<file path="src/rtl/fetch_pkg.sv">
// ============================================================================
// Module : fetch_pkg
// Desc   : Shared types, widths and helpers for the fetch queue.
// Rev    : 1.0  initial release
// ============================================================================
`default_nettype none

package fetch_pkg;

    localparam int CPU_ADDR_BITS   = 32;
    localparam int CPU_INST_BITS   = 32;

    localparam int FQ_DEPTH        = 16;
    localparam int FQ_FETCH_WIDTH  = 2;
    localparam int FQ_DECODE_WIDTH = 2;
    localparam int FQ_PTR_W        = $clog2(FQ_DEPTH);
    localparam int FQ_CNT_W        = $clog2(FQ_DEPTH + 1);

    typedef struct packed {
        logic [CPU_INST_BITS-1:0] inst;
        logic [CPU_ADDR_BITS-1:0] pc;
    } fq_entry_t;

    function automatic logic [7:0] popcount(input logic [63:0] v);
        logic [7:0] n;
        n = '0;
        for (int i = 0; i < 64; i++) begin
            n = n + {7'd0, v[i]};
        end
        return n;
    endfunction

endpackage

`default_nettype wire

</file>
<file path="src/rtl/fq_compact.sv">
// ============================================================================
// Module : fq_compact
// Desc   : Packs the set lanes of a fetch packet in ascending lane order.
// Rev    : 1.0  initial release
// ============================================================================
`default_nettype none

module fq_compact
    import fetch_pkg::*;
#(
    parameter int FETCH_WIDTH = FQ_FETCH_WIDTH,
    parameter int NIN_W       = $clog2(FETCH_WIDTH + 1)
) (
    input  logic [CPU_ADDR_BITS-1:0]             fetch_pc,
    input  logic [FETCH_WIDTH-1:0]               fetch_mask,
    input  logic [FETCH_WIDTH*CPU_INST_BITS-1:0] fetch_insts,
    output fq_entry_t                            ents [FETCH_WIDTH],
    output logic [NIN_W-1:0]                     n_in
);

    localparam int IDX_W = (FETCH_WIDTH > 1) ? $clog2(FETCH_WIDTH) : 1;

    logic [IDX_W-1:0] slot;

    // PC follows the original lane position, not the packed position.
    always_comb begin
        slot = '0;
        for (int i = 0; i < FETCH_WIDTH; i++) begin
            ents[i] = '0;
        end
        for (int i = 0; i < FETCH_WIDTH; i++) begin
            if (fetch_mask[i]) begin
                ents[slot].inst = fetch_insts[i*CPU_INST_BITS +: CPU_INST_BITS];
                ents[slot].pc   = fetch_pc + CPU_ADDR_BITS'(4 * i);
                slot            = slot + IDX_W'(1);
            end
        end
    end

    assign n_in = NIN_W'(popcount(64'(fetch_mask)));

endmodule

`default_nettype wire

</file>
<file path="src/rtl/fetch_queue.sv">
// ============================================================================
// Module : fetch_queue
// Desc   : Instruction-granular circular queue between fetch and decode.
//          FQ_BYPASS_EN : empty-queue fetch lanes forwarded to decode same cycle.
//          FQ_SVA_EN    : enables the dec_take over-request assertion.
// Rev    : 1.0  initial release
// ============================================================================
`default_nettype none

module fetch_queue
    import fetch_pkg::*;
#(
    parameter int DEPTH        = FQ_DEPTH,
    parameter int FETCH_WIDTH  = FQ_FETCH_WIDTH,
    parameter int DECODE_WIDTH = FQ_DECODE_WIDTH
) (
    input  logic                                  clk,
    input  logic                                  rst_n,
    input  logic                                  flush,
    input  logic                                  fetch_val,
    input  logic [CPU_ADDR_BITS-1:0]              fetch_pc,
    input  logic [FETCH_WIDTH-1:0]                fetch_mask,
    input  logic [FETCH_WIDTH*CPU_INST_BITS-1:0]  fetch_insts,
    output logic                                  fq_rdy,
    output logic [DECODE_WIDTH-1:0]               dec_val,
    output logic [DECODE_WIDTH*CPU_INST_BITS-1:0] dec_insts,
    output logic [DECODE_WIDTH*CPU_ADDR_BITS-1:0] dec_pcs,
    input  logic [$clog2(DECODE_WIDTH+1)-1:0]     dec_take,
    output logic [$clog2(DEPTH+1)-1:0]            fq_count
);

    localparam int PTR_W = $clog2(DEPTH);
    localparam int CNT_W = $clog2(DEPTH + 1);
    localparam int NIN_W = $clog2(FETCH_WIDTH + 1);

    fq_entry_t        mem_q [DEPTH];
    logic [PTR_W-1:0] rd_ptr_q, rd_ptr_d;
    logic [PTR_W-1:0] wr_ptr_q, wr_ptr_d;
    logic [CNT_W-1:0] count_q, count_d;

    fq_entry_t        comp [FETCH_WIDTH];
    logic [NIN_W-1:0] n_in;
    logic             enq;
    logic             bypass;
    logic [CNT_W-1:0] n_in_c, avail, take_c, n_out, skip;

    fq_compact #(
        .FETCH_WIDTH (FETCH_WIDTH),
        .NIN_W       (NIN_W)
    ) u_compact (
        .fetch_pc    (fetch_pc),
        .fetch_mask  (fetch_mask),
        .fetch_insts (fetch_insts),
        .ents        (comp),
        .n_in        (n_in)
    );

    assign fq_rdy   = (CNT_W'(DEPTH) - count_q) >= CNT_W'(FETCH_WIDTH);
    assign fq_count = count_q;
    assign enq      = fetch_val & fq_rdy;
    assign n_in_c   = enq ? CNT_W'(n_in) : '0;

`ifdef FQ_BYPASS_EN
    assign bypass = enq && (count_q == '0);
`else
    assign bypass = 1'b0;
`endif

    // Over-requests clamp to what is actually presented this cycle.
    assign avail  = bypass ? n_in_c : count_q;
    assign take_c = CNT_W'(dec_take);
    assign n_out  = (take_c > avail) ? avail : take_c;
    // Bypassed lanes consumed immediately never occupy a slot.
    assign skip   = bypass ? n_out : '0;

    always_comb begin
        rd_ptr_d = rd_ptr_q + PTR_W'(n_out);
        wr_ptr_d = wr_ptr_q + PTR_W'(n_in_c);
        count_d  = count_q + n_in_c - n_out;
        if (flush) begin
            rd_ptr_d = '0;
            wr_ptr_d = '0;
            count_d  = '0;
        end
    end

    always_ff @(posedge clk or negedge rst_n) begin
        if (!rst_n) begin
            rd_ptr_q <= '0;
            wr_ptr_q <= '0;
            count_q  <= '0;
        end else begin
            rd_ptr_q <= rd_ptr_d;
            wr_ptr_q <= wr_ptr_d;
            count_q  <= count_d;
        end
    end

    always_ff @(posedge clk) begin
        for (int k = 0; k < FETCH_WIDTH; k++) begin
            if (!flush && (CNT_W'(k) < n_in_c) && (CNT_W'(k) >= skip)) begin
                mem_q[wr_ptr_q + PTR_W'(k)] <= comp[k];
            end
        end
    end

    for (genvar j = 0; j < DECODE_WIDTH; j++) begin : g_dec
        fq_entry_t ent, byp_ent;
        logic      val, byp_val;

        if (j < FETCH_WIDTH) begin : g_lane
            assign byp_ent = comp[j];
            assign byp_val = CNT_W'(n_in) > CNT_W'(j);
        end else begin : g_nolane
            assign byp_ent = '0;
            assign byp_val = 1'b0;
        end

        assign ent = bypass ? byp_ent : mem_q[rd_ptr_q + PTR_W'(j)];
        assign val = bypass ? byp_val : (count_q > CNT_W'(j));

        assign dec_val[j]                                   = val;
        assign dec_insts[j*CPU_INST_BITS +: CPU_INST_BITS] = ent.inst;
        assign dec_pcs[j*CPU_ADDR_BITS +: CPU_ADDR_BITS]   = ent.pc;
    end

`ifdef FQ_SVA_EN
    a_no_overtake: assert property (@(posedge clk) disable iff (!rst_n || flush)
                                    take_c <= avail);
`endif

endmodule

`default_nettype wire

</file>
<file path="config.mk">
export PLATFORM = sky130hd
export DESIGN_NAME = fetch_queue
export DESIGN_NICKNAME = d
export VERILOG_FILES = /design/src/rtl/fetch_pkg.sv /design/src/rtl/fq_compact.sv /design/src/rtl/fetch_queue.sv
export SDC_FILE = /design/constraint.sdc
export NUM_CORES = 2
export LEC_CHECK = 0
export ABC_CLOCK_PERIOD_IN_PS = 21100
export CELL_PAD_IN_SITES_DETAIL_PLACEMENT = 0
export CELL_PAD_IN_SITES_GLOBAL_PLACEMENT = 1
export CORE_UTILIZATION = 45
export DETAILED_ROUTE_END_ITERATION = 12
export PLACE_DENSITY = 0.76
export SLEW_MARGIN = 20
export SYNTH_ARGS = -nofsm -noshare
export SYNTH_HDL_FRONTEND = slang
export SYNTH_SLANG_ARGS = --single-unit
</file>
<file path="constraint.sdc">
create_clock -name clk -period 21.1 [get_ports clk]
set_clock_uncertainty 0.15 [all_clocks]
set_input_delay 2.11 -clock clk [delete_from_list [all_inputs] [get_ports clk]]
set_output_delay 2.11 -clock clk [all_outputs]
set_load 0.01 [all_outputs]
</file>
==> summary.txt <==
Status
  • Status: complete, no violations

Floorplanning
  • FP Rows: 134
  • IO Count: 240
  • Die ar.: roughly 140000 µm²
  • Starting Density: 0.453
  • Die span in x: ~370 µm
  • Die Height: 369 µm
  • Core area: around 130000 µm²

Clock network
  • H-tree depth: 3
  • Hold buffers post-CTS: 0
  • CTS Sinks: roughly 1000
  • CTS tree: built
  • Clock buffer count from CTS: 114
  • Root buf cell: clkbuf_16
  • CTS resizes: 0
  • Postcts setup bufs: 0
  • Clock latency on the worst-skew pair: roughly 730 ps
  • Clk slew on worst S/H paths: 60 ps
  • CTS max path bufs: 3

GRT
  • Largest net degree at the start of global routing: 137
  • All-Layer GR Usage: 0.306
  • Number of global-route vias before repair: 42200
  • Overflow after GRT: 0
  • Global-route wire length before repair: ~300000 µm
  • Initial antenna violation count: 1

Timing
  • Fmax: 123 MHz
  • Actual slew at the worst max-slew pin: 1210 ps
  • Max Slew Vio Count: 0
  • RSZ-0062 raised after global routing: false
  • Setup violations, final: 0
  • Fin Setup TNS: 0 ps
  • Slew headroom: 0.192
  • Final hold vios: 0
  • Fin crit share: 0.386
  • Min Tclk post-route: 8140 ps

Synthesis
  • Mapped Nets: about 5000
  • Synth cell types: 63
  • Asr flop ratio synth: 0.0125
  • Cells after synthesis: 4812
  • Most used DFF post-synth: edfxtp_1
  • Post-synth EDFFs: 1024
  • Synth warn: 0
  • Synth Area per Inst: 12.6 µm²
  • Mapped cell area: 60500 µm²
  • Register area share after synthesis: 0.514
  • Flops & latches, synth: just over 1000

Finish
  • P&R area growth vs syn: 12.9%
  • Layout Cells excl Fill: 6610
  • Ant. Diodes: 0
  • Layout cells sized above 1: 0.217
  • Nets: 4876

Critical path
  • CP Cell Sequence: ha_4 -> buf_4 -> buf_4 -> mux4_2 -> mux4_2 -> clkdlybuf4s50_1
  • CP startpoint kind: flip-flop
  • Critical Path Max Stage Delay: 950 ps
  • Crit path DAT: 5880 ps
  • CP Max Fanout: 48
  • Crit. End Element: output port
  • Critical path class: flip-flop to output port
  • Max stage delay cell, worst path: dfrtp_4
  • CP required: 18840 ps

Job
  • Max_cap viols: 0

Power and ir drop
  • Max VDD drop: around 0.13 mV
  • Pwr/cell area: about 120 nW/µm²
  • Static Leakage: 0.0234 µW

Route
  • ANT nets after route: 0
  • DRC viols: 0
  • Drt pass-1 iters: 6
  • Initial DRC count: slightly below 7000
  • DR vias: around 45000
  • Post-DR wirelength/cell: 31.7 µm
  • Drt via density: 6.74
  • WL final: 209000 µm

Place
  • Post-placement cell count: 6397
  • I/O Buffers: approximately 240
  • GP Congestion: 0.847
  • Post-detail-place hpwl: 119000 µm

Hold path
  • Worst min-delay path class: flip-flop to flip-flop
[routing by layer]
| layer | vias to the layer above | GRT usage | routed length, µm |
|---|---|---|---|
| met2 | 3451 | 0.479 | 97200 |
| met5 | - | 0 | 11 |
| met1 | 22100 | 0.423 | 75800 |
| li1 | 18500 | - | - |
| met3 | 463 | 0.0585 | 27800 |
| met4 | 2 | 0.120 | 8650 |
[report_power, final]
part | switching [µW] | total (µW) | leakage (µW) | internal, µW
clock | 874 | 2100 | 0.00185 | 1220
combinational | 1770 | 3780 | 0.0121 | 2010
sequential | 94.6 | 2430 | 0.00945 | 2330
total | 2740 | 8300 | 0.0234 | 5560
[through the flow]
| stage | hold WS, ps | util | setup WS [ps] | area, µm² | power [µW] |
|---|---|---|---|---|---|
| after global placement | 535 | 0.482 | 13470 | 64300 | 6210 |
| final | 562 | 0.512 | 12960 | 68300 | 8300 |
| after floorplan | 433 | - | 12990 | 60500 | 4870 |
| after CTS | 578 | 0.512 | 12610 | 68300 | 8330 |
| after global routing | 624 | 0.512 | 12570 | 68300 | 8580 |
| after detailed placement | 564 | 0.483 | 13390 | 64400 | 6250 |
[final cells by class]
| class | count | area, µm² |
|---|---|---|
| Timing Repair Buffer | 398 | 3580 |
| Clock inverter | 80 | 888 |
| Multi-Input combinational cell | 3173 | 27500 |
| Sequential cell | 1037 | 31100 |
| Inverter | 23 | 86.3 |
| Clock buffer | 131 | 2960 |
| Fill cell | 11200 | 65200 |
| Tap cell | 1768 | 2210 |
[final timing paths]
path / end / depth (start not counted) / start / slack [ps]
max reg2reg: mem_q[2][19] / 10 / fq_count[0] / 15490
max in group asynchronous: rd_ptr_q[2] / 1 / rst_n / 18520
min reg2reg: fq_count[4] / 3 / fq_count[4] / 560
max: dec_pcs[56] / 6 / rd_ptr_q[0] / 12960
min: fq_count[4] / 3 / fq_count[4] / 560
min in group asynchronous: fq_count[4] / 1 / rst_n / 1690
[worst max-delay path, delay by kind of cell (launching register included)]
family | cells | cell delay (ps)
adder cells (fa/ha/maj) | 1 | 760
multiplexers | 2 | 1140
buffers and inverters | 3 | 2160
flip-flops | 1 | 950
[placed cells by master (no fill, tap or decap), drive strengths merged, types with 13 or more instances in the layout]
| master | n |
|---|---|
| bufinv | 18 |
| nor2b | 13 |
| xor2 | 14 |
| a21oi | 864 |
| mux4 | 640 |
| ha | 21 |
| nor3 | 23 |
| buf | 160 |
| clkbuf | 132 |
| nand2 | 231 |
| o21ai | 80 |
| nor2 | 918 |
| clkinv | 44 |
| nand4 | 14 |
| o221ai | 128 |
| clkdlybuf4s50 | 237 |
| nand3 | 30 |
| a22oi | 44 |
| and3 | 54 |
| edfxtp | 1024 |
| inv | 30 |
| dfrtp | 13 |
[synthesized netlist by cell type (5+ instances only)]
master    count  area share
and3_1       54      0.0056
mux4_2      640        0.24
mux2i_1       6     0.00099
xnor2_1      11      0.0016
or3_1         5     0.00052
a22oi_1      42      0.0052
nor3_1       14      0.0012
nor3b_1       5     0.00062
and4_1        5     0.00072
xor2_1       14      0.0020
o21ai_0      74      0.0061
mux2_2        5     0.00093
nand2_1     230       0.014
edfxtp_1   1024        0.51
o21ai_1       5     0.00041
nor3_2        9      0.0015
and2_1       12      0.0012
nand3_1      28      0.0023
nor2b_1      13      0.0013
clkbuf_1    311       0.019
a21oi_1     862       0.071
buf_2        86      0.0071
ha_1         21      0.0043
dfrtp_1      13      0.0054
inv_1        23      0.0014
buf_1       173       0.011
nand4_1      13      0.0013
a21o_1        6     0.00074
o221ai_1    128       0.019
nor2_1      918       0.057
buf_4         5     0.00062
[cells by family (layout without fill, tap and decap cells)]
kind of cell             after synthesis  after routing  synth area share
flip-flops                          1037           1037             0.514
XOR/XNOR                              25             25           0.00362
AO/OA/AOI/OAI                       1145           1145             0.107
multiplexers                         651            651             0.240
other                                  1              1         0.0000620
adder cells (fa/ha/maj)               25             25           0.00567
buffers and inverters                602            632            0.0398
AND/OR/NAND/NOR                     1326           1326            0.0902
[flip-flops by register name, indices dropped and copies added, names as in the netlist]
| register | count |
|---|---|
| rd_ptr_q | 4 |
| wr_ptr_q | 4 |
| fq_count | 5 |
| mem_q | 1024 |
No activity file was read; power rests on OpenSTA's default activity.
